## config.mk

```make
export PLATFORM = sky130hd
export DESIGN_NAME = ysyx_23060124_lsu
export DESIGN_NICKNAME = d
export VERILOG_FILES = /design/src/rtl/ysyx_23060124_lsu_pkg.sv /design/src/rtl/ysyx_23060124_lsu_align.sv /design/src/rtl/ysyx_23060124_lsu.sv
export SDC_FILE = /design/constraint.sdc
export NUM_CORES = 1
export LEC_CHECK = 0
export CORE_UTILIZATION = 50
export CTS_BUF_LIST = sky130_fd_sc_hd__clkbuf_8
export CTS_CLUSTER_DIAMETER = 50
export DETAILED_ROUTE_END_ITERATION = 12
export GPL_ROUTABILITY_DRIVEN = 0
export PLACE_DENSITY = 0.95
export SLEW_MARGIN = 20
export SYNTH_ARGS = -nofsm -noshare
export SYNTH_HDL_FRONTEND = slang
export SYNTH_SLANG_ARGS = --single-unit
```

## constraint.sdc

```tcl
create_clock -name clock -period 3.1 [get_ports clock]
set_input_delay 0.31 -clock clock [delete_from_list [all_inputs] [get_ports clock]]
set_output_delay 0.31 -clock clock [all_outputs]
set_load 0.01 [all_outputs]
```

## src/rtl/ysyx_23060124_lsu_pkg.sv

```systemverilog
// Shared definitions for the load/store unit: FSM state encoding,
// funct3 access-size codes and AXI response codes.
package ysyx_23060124_lsu_pkg;

  typedef enum logic [2:0] {
    S_IDLE = 3'd0,
    S_RD_A = 3'd1,
    S_RD_D = 3'd2,
    S_WR   = 3'd3,
    S_WR_B = 3'd4,
    S_DONE = 3'd5
  } lsu_state_e;

  // Load sizes (bit 2 = zero-extend)
  localparam logic [2:0] LB  = 3'b000;
  localparam logic [2:0] LH  = 3'b001;
  localparam logic [2:0] LW  = 3'b010;
  localparam logic [2:0] LBU = 3'b100;
  localparam logic [2:0] LHU = 3'b101;
  // Store sizes
  localparam logic [2:0] SB  = 3'b000;
  localparam logic [2:0] SH  = 3'b001;
  localparam logic [2:0] SW  = 3'b010;

  localparam logic [1:0] RESP_OKAY   = 2'b00;
  localparam logic [1:0] RESP_SLVERR = 2'b10;
  localparam logic [1:0] RESP_DECERR = 2'b11;

  // Bit offset of byte lane `off` within a word.
  function automatic logic [4:0] lane_bits(input logic [1:0] off);
    return {off, 3'b000};
  endfunction

endpackage

```

## src/rtl/ysyx_23060124_lsu_align.sv

```systemverilog
// Byte-lane alignment for the LSU (purely combinational).
//   funct3_i   : access size/sign
//   off_i      : low address bits selecting the byte lane
//   rdata_i    : raw bus word for loads  -> ld_data_o (extended)
//   wdata_i    : store data (LSB aligned) -> st_data_o (lane shifted), st_strb_o
module ysyx_23060124_lsu_align
  import ysyx_23060124_lsu_pkg::*;
#(
  parameter int DW = 32
) (
  input  logic [2:0]    funct3_i,
  input  logic [1:0]    off_i,
  input  logic [DW-1:0] rdata_i,
  input  logic [DW-1:0] wdata_i,
  output logic [DW-1:0] ld_data_o,
  output logic [DW-1:0] st_data_o,
  output logic [3:0]    st_strb_o
);

  logic [DW-1:0] lane;
  assign lane = rdata_i >> lane_bits(off_i);

  always_comb begin
    ld_data_o = rdata_i;
    case (funct3_i)
      LB:      ld_data_o = {{(DW-8){lane[7]}}, lane[7:0]};
      LH:      ld_data_o = {{(DW-16){lane[15]}}, lane[15:0]};
      LBU:     ld_data_o = {{(DW-8){1'b0}}, lane[7:0]};
      LHU:     ld_data_o = {{(DW-16){1'b0}}, lane[15:0]};
      LW:      ld_data_o = rdata_i;
      default: ld_data_o = rdata_i;
    endcase
  end

  assign st_data_o = wdata_i << lane_bits(off_i);

  always_comb begin
    st_strb_o = 4'b1111;
    case (funct3_i)
      SB:      st_strb_o = 4'b0001 << off_i;
      SH:      st_strb_o = 4'b0011 << off_i;
      SW:      st_strb_o = 4'b1111;
      default: st_strb_o = 4'b1111;
    endcase
  end

endmodule

```

## src/rtl/ysyx_23060124_lsu.sv

```systemverilog
// Load/store stage between execute and write-back.
// Accepts one instruction (i_pre_valid/o_pre_ready), performs a single-beat
// AXI4-Lite read or write for loads/stores, and presents the result on
// o_res with o_post_valid/i_post_ready. Non-memory ops pass i_addr through.
// Ports: clock/reset (sync, active high); execute side i_pre_*, i_ren,
// i_wen_mem, i_funct3, i_addr, i_wdata; write-back side o_post_valid,
// i_post_ready, o_res; AXI AR/R/AW/W/B channels.
// Optional: LSU_ACCESS_FAULT_EN adds o_acc_fault (nonzero rresp/bresp).
module ysyx_23060124_lsu
  import ysyx_23060124_lsu_pkg::*;
#(
  parameter int DW = 32
) (
  input  logic          clock,
  input  logic          reset,
  input  logic          i_pre_valid,
  output logic          o_pre_ready,
  input  logic          i_ren,
  input  logic          i_wen_mem,
  input  logic [2:0]    i_funct3,
  input  logic [DW-1:0] i_addr,
  input  logic [DW-1:0] i_wdata,
  output logic          o_post_valid,
  input  logic          i_post_ready,
  output logic [DW-1:0] o_res,
  output logic          o_arvalid,
  input  logic          i_arready,
  output logic [DW-1:0] o_araddr,
  input  logic          i_rvalid,
  output logic          o_rready,
  input  logic [DW-1:0] i_rdata,
  input  logic [1:0]    i_rresp,
  output logic          o_awvalid,
  input  logic          i_awready,
  output logic [DW-1:0] o_awaddr,
  output logic          o_wvalid,
  input  logic          i_wready,
  output logic [DW-1:0] o_wdata,
  output logic [3:0]    o_wstrb,
  input  logic          i_bvalid,
  output logic          o_bready,
  input  logic [1:0]    i_bresp
`ifdef LSU_ACCESS_FAULT_EN
  ,
  output logic          o_acc_fault
`endif
);

  lsu_state_e    state_q, state_d;
  logic [DW-1:0] addr_q, addr_d;
  logic [DW-1:0] wdata_q, wdata_d;
  logic [2:0]    funct3_q, funct3_d;
  logic [DW-1:0] res_q, res_d;
  logic          aw_done_q, aw_done_d;
  logic          w_done_q, w_done_d;
  logic [DW-1:0] ld_data, st_data;
  logic [3:0]    st_strb;

`ifdef LSU_ACCESS_FAULT_EN
  logic fault_q, fault_d;
  assign o_acc_fault = fault_q;
`else
  logic unused_resp;
  assign unused_resp = ^{i_rresp, i_bresp};
`endif

  ysyx_23060124_lsu_align #(.DW(DW)) u_align (
    .funct3_i  (funct3_q),
    .off_i     (addr_q[1:0]),
    .rdata_i   (i_rdata),
    .wdata_i   (wdata_q),
    .ld_data_o (ld_data),
    .st_data_o (st_data),
    .st_strb_o (st_strb)
  );

  // All handshake outputs decode from registered state only.
  assign o_pre_ready  = (state_q == S_IDLE);
  assign o_arvalid    = (state_q == S_RD_A);
  assign o_rready     = (state_q == S_RD_D);
  assign o_awvalid    = (state_q == S_WR) && !aw_done_q;
  assign o_wvalid     = (state_q == S_WR) && !w_done_q;
  assign o_bready     = (state_q == S_WR_B);
  assign o_post_valid = (state_q == S_DONE);
  assign o_res        = res_q;
  assign o_araddr     = {addr_q[DW-1:2], 2'b00};
  assign o_awaddr     = {addr_q[DW-1:2], 2'b00};
  assign o_wdata      = (state_q == S_WR) ? st_data : '0;
  assign o_wstrb      = (state_q == S_WR) ? st_strb : 4'b0000;

  always_comb begin
    state_d   = state_q;
    addr_d    = addr_q;
    wdata_d   = wdata_q;
    funct3_d  = funct3_q;
    res_d     = res_q;
    aw_done_d = aw_done_q;
    w_done_d  = w_done_q;
`ifdef LSU_ACCESS_FAULT_EN
    fault_d   = fault_q;
`endif
    case (state_q)
      S_IDLE: begin
        if (i_pre_valid) begin
          addr_d    = i_addr;
          wdata_d   = i_wdata;
          funct3_d  = i_funct3;
          aw_done_d = 1'b0;
          w_done_d  = 1'b0;
          if (i_ren)          state_d = S_RD_A;
          else if (i_wen_mem) state_d = S_WR;
          else begin
            res_d   = i_addr;
            state_d = S_DONE;
          end
        end
      end
      S_RD_A: if (i_arready) state_d = S_RD_D;
      S_RD_D: begin
        if (i_rvalid) begin
          res_d   = ld_data;
          state_d = S_DONE;
`ifdef LSU_ACCESS_FAULT_EN
          fault_d = (i_rresp != RESP_OKAY);
          if (i_rresp != RESP_OKAY) res_d = '0;
`endif
        end
      end
      S_WR: begin
        // Each channel retires independently; leave once both have.
        aw_done_d = aw_done_q | i_awready;
        w_done_d  = w_done_q | i_wready;
        if (aw_done_d && w_done_d) state_d = S_WR_B;
      end
      S_WR_B: begin
        if (i_bvalid) begin
          res_d   = addr_q;
          state_d = S_DONE;
`ifdef LSU_ACCESS_FAULT_EN
          fault_d = (i_bresp != RESP_OKAY);
`endif
        end
      end
      S_DONE: begin
        if (i_post_ready) begin
          state_d = S_IDLE;
`ifdef LSU_ACCESS_FAULT_EN
          fault_d = 1'b0;
`endif
        end
      end
      default: state_d = S_IDLE;
    endcase
  end

  always_ff @(posedge clock) begin
    if (reset) begin
      state_q   <= S_IDLE;
      addr_q    <= '0;
      wdata_q   <= '0;
      funct3_q  <= '0;
      res_q     <= '0;
      aw_done_q <= 1'b0;
      w_done_q  <= 1'b0;
`ifdef LSU_ACCESS_FAULT_EN
      fault_q   <= 1'b0;
`endif
    end else begin
      state_q   <= state_d;
      addr_q    <= addr_d;
      wdata_q   <= wdata_d;
      funct3_q  <= funct3_d;
      res_q     <= res_d;
      aw_done_q <= aw_done_d;
      w_done_q  <= w_done_d;
`ifdef LSU_ACCESS_FAULT_EN
      fault_q   <= fault_d;
`endif
    end
  end

endmodule

```

==> results of run 1 <==
==> worst min path at each step <==
stage | endpoint | cells past startpoint | slack [ns]
6_report | addr_q[16]$_SDFFE_PP0P_ | 2 | 0.41
5_1_grt | addr_q[23]$_SDFFE_PP0P_ | 2 | 0.40
4_1_cts | addr_q[7]$_SDFFE_PP0P_ | 2 | 0.38
3_5_place_dp | wdata_q[28]$_SDFFE_PP0P_ | 2 | 0.44
3_3_place_gp | wdata_q[30]$_SDFFE_PP0P_ | 2 | 0.44
2_1_floorplan | wdata_q[24]$_SDFFE_PP0P_ | 2 | 0.43
==> layout make-up <==
type | instances | area, um2 | area share [%]
Multi-Input combinational cell | 617 | 3690 | 41.7
Timing Repair Buffer | 267 | 2630 | 29.6
Sequential cell | 104 | 2090 | 23.6
Tap cell | 172 | 215 | 2.43
Clock buffer | 10 | 138 | 1.55
Clock inverter | 6 | 60.1 | 0.678
Inverter | 11 | 41.3 | 0.466
==> critical path: stages (launching register included) <==
cell and delay (ns):
sky130_fd_sc_hd__dfxtp_2 0.94, sky130_fd_sc_hd__mux2i_1 0.22, sky130_fd_sc_hd__a211oi_1 0.45, sky130_fd_sc_hd__clkdlybuf4s50_1 0.65
==> sequential cells by signal, summed over array words and instances (netlist names) <==
name and count:
addr_q 32, aw_done_q 1, funct3_q 3, o_res 32
state_q 3, w_done_q 1, wdata_q 32
==> through the flow <==
stage / setup slack (ns) / area, um2 / instances / power [uW]
6_report: 0.125 / 8860 / 1187 / 5910
5_1_grt: 0.0217 / 8860 / 1187 / 6270
4_1_cts: 0.113 / 8850 / 1187 / 5870
3_5_place_dp: 0.409 / 8650 / 1171 / 4990
3_3_place_gp: 0.482 / 8650 / 1171 / 4900
2_1_floorplan: 0.969 / 6630 / 883 / 3870
==> timing repair <==
item | CTS | global route
setup buffers | 0 | 0
gates resized for setup | 0 | 1
setup endpoints to repair | 0 | 8
==> kinds of logic (layout without fill, tap and decap cells) <==
logic type / after synthesis / after routing / share of synthesized area [%]
simple gates: 324 / 324 / 22.4
compound gates: 259 / 259 / 28.1
buf+inv: 162 / 294 / 13.2
flops: 104 / 104 / 31.5
mux: 30 / 30 / 4.77
other cells: 1 / 4 / 0.0567
==> placed cells by master (no fill, tap or decap), drive strengths merged, types with 3 or more instances in the layout <==
| cell | count |
|---|---|
| a211oi | 17 |
| a21oi | 104 |
| a221oi | 3 |
| a22o | 9 |
| a22oi | 10 |
| a311o | 7 |
| a311oi | 7 |
| a41o | 16 |
| and2 | 18 |
| buf | 24 |
| clkbuf | 10 |
| clkdlybuf4s50 | 243 |
| clkinv | 4 |
| conb | 4 |
| dfxtp | 104 |
| inv | 11 |
| mux2i | 27 |
| nand2 | 158 |
| nand2b | 4 |
| nand3 | 32 |
| nor2 | 65 |
| nor2b | 12 |
| o2111ai | 7 |
| o211ai | 3 |
| o21ai | 10 |
| o21bai | 3 |
| o22ai | 16 |
| o2bb2ai | 7 |
| o31ai | 7 |
| o32ai | 23 |
| or2 | 11 |
| or3b | 14 |
==> report_power, final <==
| part | total (uW) | leakage, uW | switching (uW) | internal [uW] |
|---|---|---|---|---|
| sequential | 1980 | 0.000853 | 342 | 1640 |
| clock | 875 | 0.000103 | 483 | 392 |
| combinational | 3050 | 0.00207 | 1660 | 1390 |
==> per-layer routing <==
metal	up-vias	global-route usage [%]	share of wire [%]
met5	-	0	0
met4	0	15.7	4.1
met3	70	9.42	11
met2	422	54.7	46
met1	3263	37.5	39
li1	3315	-	-
==> PnR_summary.wiki, run 1 <==
{| class="wikitable"
! Metric !! Value
|-
| Cell taking the most area after synthesis || sky130_fd_sc_hd__dfxtp_1
|-
| Worst EP required || 2.79 ns
|-
| Number of cells traversed by the worst register-to-register path || 6
|-
| Initial standard-cell utilization of the core || 51.8%
|-
| CTS Buf Count || 9
|-
| Vias/cell || 5.96
|-
| Number of inserted diodes || 0
|-
| Number of antenna violations at the first check in global routing || 0
|-
| Final core area utilization || 69.3%
|-
| Number of hold violations in the final report || 0
|-
| Number of filler instances in the final layout || 970
|-
| Total Routing Usage GR || 32.3%
|-
| Most used flip-flop cell after synthesis || sky130_fd_sc_hd__dfxtp_1
|-
| Synth Cell Area || 0.00662 mm2
|-
| Core area || 0.0128 mm2
|-
| Unrepaired setup endpoints after global routing || false
|-
| Status || completed
|-
| NumNets Final || 1124
|-
| Post-synthesis sequential area ratio || 31.5%
|-
| Count of pins on the block boundary || 253
|-
| Residual antenna-violating net count after detailed routing || 0
|-
| Cell with the most instances after synthesis || sky130_fd_sc_hd__nand2_1
|-
| Layout-stage area growth over the synthesis result || 33.9%
|-
| Data arrival at the endpoint of the critical path || 2.67 ns
|-
| Area share of the leading cell type in the synthesized netlist || 31.5%
|-
| Type of the worst setup path || reg -> out
|-
| Yosys cell types || 53
|-
| Number of global-route vias before repair || 6462
|-
| Type of the tightest min-delay check || in -> reg
|-
| Max cap viols || 0
|-
| Yosys synthesis warning count || 0
|-
| Top cells by instance count after synthesis || 158 x sky130_fd_sc_hd__nand2_1, 104 x sky130_fd_sc_hd__a21oi_1, 104 x sky130_fd_sc_hd__dfxtp_1
|-
| Largest cells by area after synthesis || sky130_fd_sc_hd__dfxtp_1 31%, sky130_fd_sc_hd__nand2_1 9.0%, sky130_fd_sc_hd__a21oi_1 7.9%
|-
| Measured slew at the worst slew-check pin || 0.920 ns
|-
| Capturing element type of the critical path || primary output
|-
| Maximum count of clock buffers along a single path || 2
|-
| Final max-slew violation count || 0
|-
| Worst flop-to-flop path endpoint || o_res[24]$_SDFFE_PP0P_
|-
| Worst vdd ir || 0.000353 V
|-
| Largest net degree at the start of global routing || 61
|-
| Fraction of layout cells with a size suffix above 1 || 8.57%
|-
| Hold_sp || reset
|-
| Slew HR || 38.6%
|-
| Reg2Reg Setup Slack || 0.60 ns
|-
| Fin Hold WS || 0.408 ns
|-
| Async set-or-reset flop fraction in the synthesized netlist || 0%
|-
| Site Rows || 41
|-
| Residual DRC || 0
|-
| DIE HEIGHT || 117 um
|-
| Gate count of the mapped netlist || 880
|-
| Via Count || 7070
|-
| TritonCTS clock tree || yes
|-
| Clk pin slew, worst setup/hold paths || 0.09 ns
|-
| Critical path endpoint || o_wdata[24]
|-
| Total Negative Setup Slacks || 0 ns
|-
| Total Die Area || 0.0137 mm2
|-
| Initial detailed-routing violation count || 701
|-
| WL per Instance || 18.8 um
|-
| # hold bufs at CTS || 0
|-
| Peak fanout along the critical path || 46
|-
| Maximum clock rate || 0.336 GHz
|-
| Number of enable-type register cells in the synthesized netlist || 0
|-
| Clock root cell || sky130_fd_sc_hd__clkbuf_8
|-
| Setup skew after layout || 0.0124 ns
|-
| Leakage || 0.00303 uW
|-
| Residual overflow from global routing || 0
|-
| 1st-pass router iterations || 5
|-
| Final period utilization || 96.0%
|-
| Worst setup path startpoint || addr_q[1]$_SDFFE_PP0P_
|-
| Count of input and output buffers || 244
|-
| CTS sink count || 104
|-
| CP Launch Type || register
|-
| First-pass GRT wire length || 33900 um
|-
| Worst R2R Start || state_q[0]$_SDFFE_PP0P_
|-
| H-tree level count || 3
|-
| Register bit total from synthesis || 104
|-
| Clock network latency to the later pin of the worst-skew pair || 0.38 ns
|-
| Avg Inst Size Synth || 7.52 um2
|-
| Power density cells || 667 mW/mm2
|-
| HPWL after detailed placement || 16000 um
|-
| Total wire length || 22300 um
|-
| Final critical path time including I/O delays and setup || 2.98 ns
|-
| DIE WIDTH || 117 um
|-
| Total of endpoints with negative setup slack in the final report || 0
|}
No activity file was read; power rests on OpenSTA's default activity.
==> inputs of run 2 (changes only) <==
- CORE_UTILIZATION: 50 -> 49
- PLACE_DENSITY: 0.95 -> 0.93
- SYNTH_HIERARCHICAL: not set -> 1
==> run 2 against run 1 <==
Clock power rose by 5.6%. Global-route usage is 2.3 points lower. Final area decreased by 1.9%. Register-to-register slack gained 0.09 ns. Sequential share of layout area grew 0.44 points. Non-clock buffer count is 3 lower. Final cell count fell by 2.6%. Clock-buffer cell count is 1 higher. Sequential cell count unchanged.
==> PnR_summary.wiki, run 2 <==
{| class="wikitable"
! Metric !! Value
|-
| Total wire length || 20800 um (was 22300 um)
|-
| NumNets Final || 1093 (was 1124)
|-
| Most used flip-flop cell after synthesis || sky130_fd_sc_hd__dfxtp_1 (unchanged)
|-
| Peak fanout along the critical path || 33 (was 46)
|-
| Site Rows || 41 (unchanged)
|-
| Residual antenna-violating net count after detailed routing || 0 (unchanged)
|-
| Clock root cell || sky130_fd_sc_hd__clkbuf_8 (unchanged)
|-
| Maximum cell stage delay along the critical path || 0.55 ns (was 0.94 ns)
|-
| Register bit total from synthesis || 104 (unchanged)
|-
| Setup skew after layout || 0.0184 ns (was 0.0124 ns)
|-
| Gate count of the mapped netlist || 841 (was 880)
|-
| Area share of the leading cell type in the synthesized netlist || 32.1% (was 31.5%)
|-
| Vias/cell || 5.68 (was 5.96)
|-
| Final period utilization || 93.3% (was 96.0%)
|-
| Via Count || 6571 (was 7070)
|-
| 1st-pass router iterations || 5 (unchanged)
|-
| Data arrival at the endpoint of the critical path || 2.58 ns (was 2.67 ns)
|-
| Largest cells by area after synthesis || sky130_fd_sc_hd__dfxtp_1 32%, sky130_fd_sc_hd__nand2_1 13%, sky130_fd_sc_hd__buf_4 8.1% (was sky130_fd_sc_hd__dfxtp_1 31%, sky130_fd_sc_hd__nand2_1 9.0%, sky130_fd_sc_hd__a21oi_1 7.9%)
|-
| Slowest stage cell on the critical path || sky130_fd_sc_hd__clkdlybuf4s50_1 (was sky130_fd_sc_hd__dfxtp_2)
|-
| Top library cells by usage in the layout, fill and taps aside || 243 x sky130_fd_sc_hd__clkdlybuf4s50_1, 223 x sky130_fd_sc_hd__nand2_1, 102 x sky130_fd_sc_hd__dfxtp_1 (was 243 x sky130_fd_sc_hd__clkdlybuf4s50_1, 158 x sky130_fd_sc_hd__nand2_1, 104 x sky130_fd_sc_hd__a21oi_1)
|-
| Type of the worst setup path || reg -> out (unchanged)
|-
| Async set-or-reset flop fraction in the synthesized netlist || 0% (unchanged)
|-
| Clk pin slew, worst setup/hold paths || 0.11 ns (was 0.09 ns)
|-
| Slew HR || 43.6% (was 38.6%)
|-
| Type of the tightest min-delay check || in -> reg (unchanged)
|-
| Count of input and output buffers || 244 (unchanged)
|-
| Number of global-route vias before repair || 6066 (was 6462)
|-
| Power density cells || 505 mW/mm2 (was 667 mW/mm2)
|-
| Cell taking the most area after synthesis || sky130_fd_sc_hd__dfxtp_1 (unchanged)
|-
| H-tree level count || 3 (unchanged)
|-
| Design Power || 4390 uW (was 5910 uW)
|-
| Maximum clock rate || 0.346 GHz (was 0.336 GHz)
|-
| Residual overflow from global routing || 0 (unchanged)
|-
| Yosys synthesis warning count || 6 (was 0)
|-
| Top cells by instance count after synthesis || 224 x sky130_fd_sc_hd__nand2_1, 104 x sky130_fd_sc_hd__dfxtp_1, 78 x sky130_fd_sc_hd__a21oi_1 (was 158 x sky130_fd_sc_hd__nand2_1, 104 x sky130_fd_sc_hd__a21oi_1, 104 x sky130_fd_sc_hd__dfxtp_1)
|-
| Residual DRC || 0 (unchanged)
|-
| CTS Buf Count || 9 (unchanged)
|-
| Largest net degree at the start of global routing || 75 (was 61)
|-
| # Post-CTS Setup Buffers || 0 (unchanged)
|-
| DIE WIDTH || 117 um (about the same)
|-
| Total Die Area || 0.0137 mm2 (about the same)
|-
| Max cap viols || 0 (unchanged)
|-
| Number of antenna violations at the first check in global routing || 0 (unchanged)
|-
| Unrepaired setup endpoints after global routing || false (unchanged)
|-
| Total of endpoints with negative setup slack in the final report || 0 (unchanged)
|-
| Avg Inst Size Synth || 7.72 um2 (was 7.52 um2)
|-
| Non-filler instance count after layout || 1156 (was 1187)
|-
| Total Negative Setup Slacks || 0 ns (unchanged)
|-
| Synth Cell Area || 0.00649 mm2 (was 0.00662 mm2)
|-
| Status || completed (unchanged)
|-
| Leakage || 0.00321 uW (was 0.00303 uW)
|-
| Cell with the most instances after synthesis || sky130_fd_sc_hd__nand2_1 (unchanged)
|-
| Post-synthesis sequential area ratio || 32.1% (was 31.5%)
|-
| Yosys cell types || 49 (was 53)
|-
| Initial detailed-routing violation count || 598 (was 701)
|-
| Final max-slew violation count || 0 (unchanged)
|-
| Initial standard-cell utilization of the core || 50.8% (was 51.8%)
|-
| Total instance count after detailed placement || 1140 (was 1171)
|-
| Placed cell area || 0.00847 mm2 (was 0.00865 mm2)
|-
| Final core area utilization || 68.0% (was 69.3%)
|-
| HPWL after detailed placement || 14500 um (was 16000 um)
|-
| First-pass GRT wire length || 31500 um (was 33900 um)
|-
| Layout-stage area growth over the synthesis result || 33.8% (was 33.9%)
|-
| WL per Instance || 18.0 um (was 18.8 um)
|-
| Leading cell type in the layout, fill and taps excluded || sky130_fd_sc_hd__clkdlybuf4s50_1 (unchanged)
|-
| Maximum count of clock buffers along a single path || 2 (unchanged)
|-
| Total of cells resized after clock tree synthesis || 0 (unchanged)
|-
| Capturing element type of the critical path || primary output (unchanged)
|-
| Count of pins on the block boundary || 253 (unchanged)
|-
| Final cell area excluding filler cells || 0.00868 mm2 (was 0.00886 mm2)
|-
| Cell chain of the critical path || buf_4, buf_4, nor2_1, and2_1, and2_1, clkdlybuf4s50_1 (was mux2i_1, a211oi_1, clkdlybuf4s50_1)
|-
| Number of inserted diodes || 0 (unchanged)
|-
| Number of filler instances in the final layout || 1021 (was 970)
|-
| CTS sink count || 104 (unchanged)
|-
| Total Routing Usage GR || 30.0% (was 32.3%)
|-
| TritonCTS clock tree || yes (unchanged)
|-
| Clock network latency to the later pin of the worst-skew pair || 0.39 ns (was 0.38 ns)
|-
| DIE HEIGHT || 117 um (about the same)
|-
| Worst vdd ir || 0.000415 V (was 0.000353 V)
|-
| Core area || 0.0128 mm2 (unchanged)
|-
| Measured slew at the worst slew-check pin || 0.845 ns (was 0.920 ns)
|-
| Number of hold violations in the final report || 0 (unchanged)
|-
| Final critical path time including I/O delays and setup || 2.89 ns (was 2.98 ns)
|-
| CP Launch Type || register (unchanged)
|-
| Fraction of layout cells with a size suffix above 1 || 6.91% (was 8.57%)
|-
| Worst EP required || 2.79 ns (about the same)
|-
| # hold bufs at CTS || 0 (unchanged)
|-
| Number of enable-type register cells in the synthesized netlist || 0 (unchanged)
|}
## run 2: final cells by class
cell class              instances  area, um2  area share, %
clock inverters                 5       62.6          0.720
repair buffers                264       2610           30.1
well taps                     172        215           2.48
flip-flops and latches        104       2080           24.0
inverters                       5       18.8          0.216
clock buffers                  11        151           1.74
multi-input cells             595       3540           40.8
## run 2: per-stage QoR
stage	hold slack [ns]	setup WS [ns]
2_1_floorplan	0.432	0.811
3_3_place_gp	0.439	0.337
3_5_place_dp	0.442	0.332
4_1_cts	0.437	0.210
5_1_grt	0.442	0.0659
6_report	0.450	0.207
## run 2: path summary, 6_finish.rpt
check | startpoint | endpoint | slack, ns | depth (start not counted)
min | i_wdata[7] | wdata_q[7]$_SDFFE_PP0P_ | 0.45 | 3
min reg2reg | wdata_q[29]$_SDFFE_PP0P_ | wdata_q[29]$_SDFFE_PP0P_ | 0.45 | 2
max reg2reg | addr_q[1]$_SDFFE_PP0P_ | o_res[31]$_SDFFE_PP0P_ | 0.69 | 8
max | addr_q[1]$_SDFFE_PP0P_ | o_wdata[3] | 0.21 | 6
## run 2: critical path: cells and delay by family (launching register included)
kind	cells	cell delay [ns]
buffers and inverters	3	0.99
DFF	1	0.37
and+or+nand+nor	3	0.83
## run 2: kinds of logic (layout without fill, tap and decap cells)
kind of cell    Yosys count  in the layout  synth area share, %
simple gates            318            318                 21.4
compound gates          205            205                 21.8
flops                   104            104                 32.1
mux                      68             68                 11.0
buf+inv                 145            285                 13.7
other cells               1              4               0.0578
## run 2: report_power, final
part | switching [uW] | internal (uW)
Sequential | 163 | 1510
Combinational | 933 | 861
Clock | 502 | 422
Total | 1600 | 2790
## run 2: metal layers
| layer | vias up | track usage [%] | wire length [um] |
|---|---|---|---|
| li1 | 3109 | - | - |
| met1 | 3074 | 33.9 | 8040 |
| met2 | 332 | 52.4 | 10200 |
| met3 | 56 | 9.99 | 1840 |
| met4 | 0 | 11.7 | 656 |
| met5 | - | 0 | 0 |
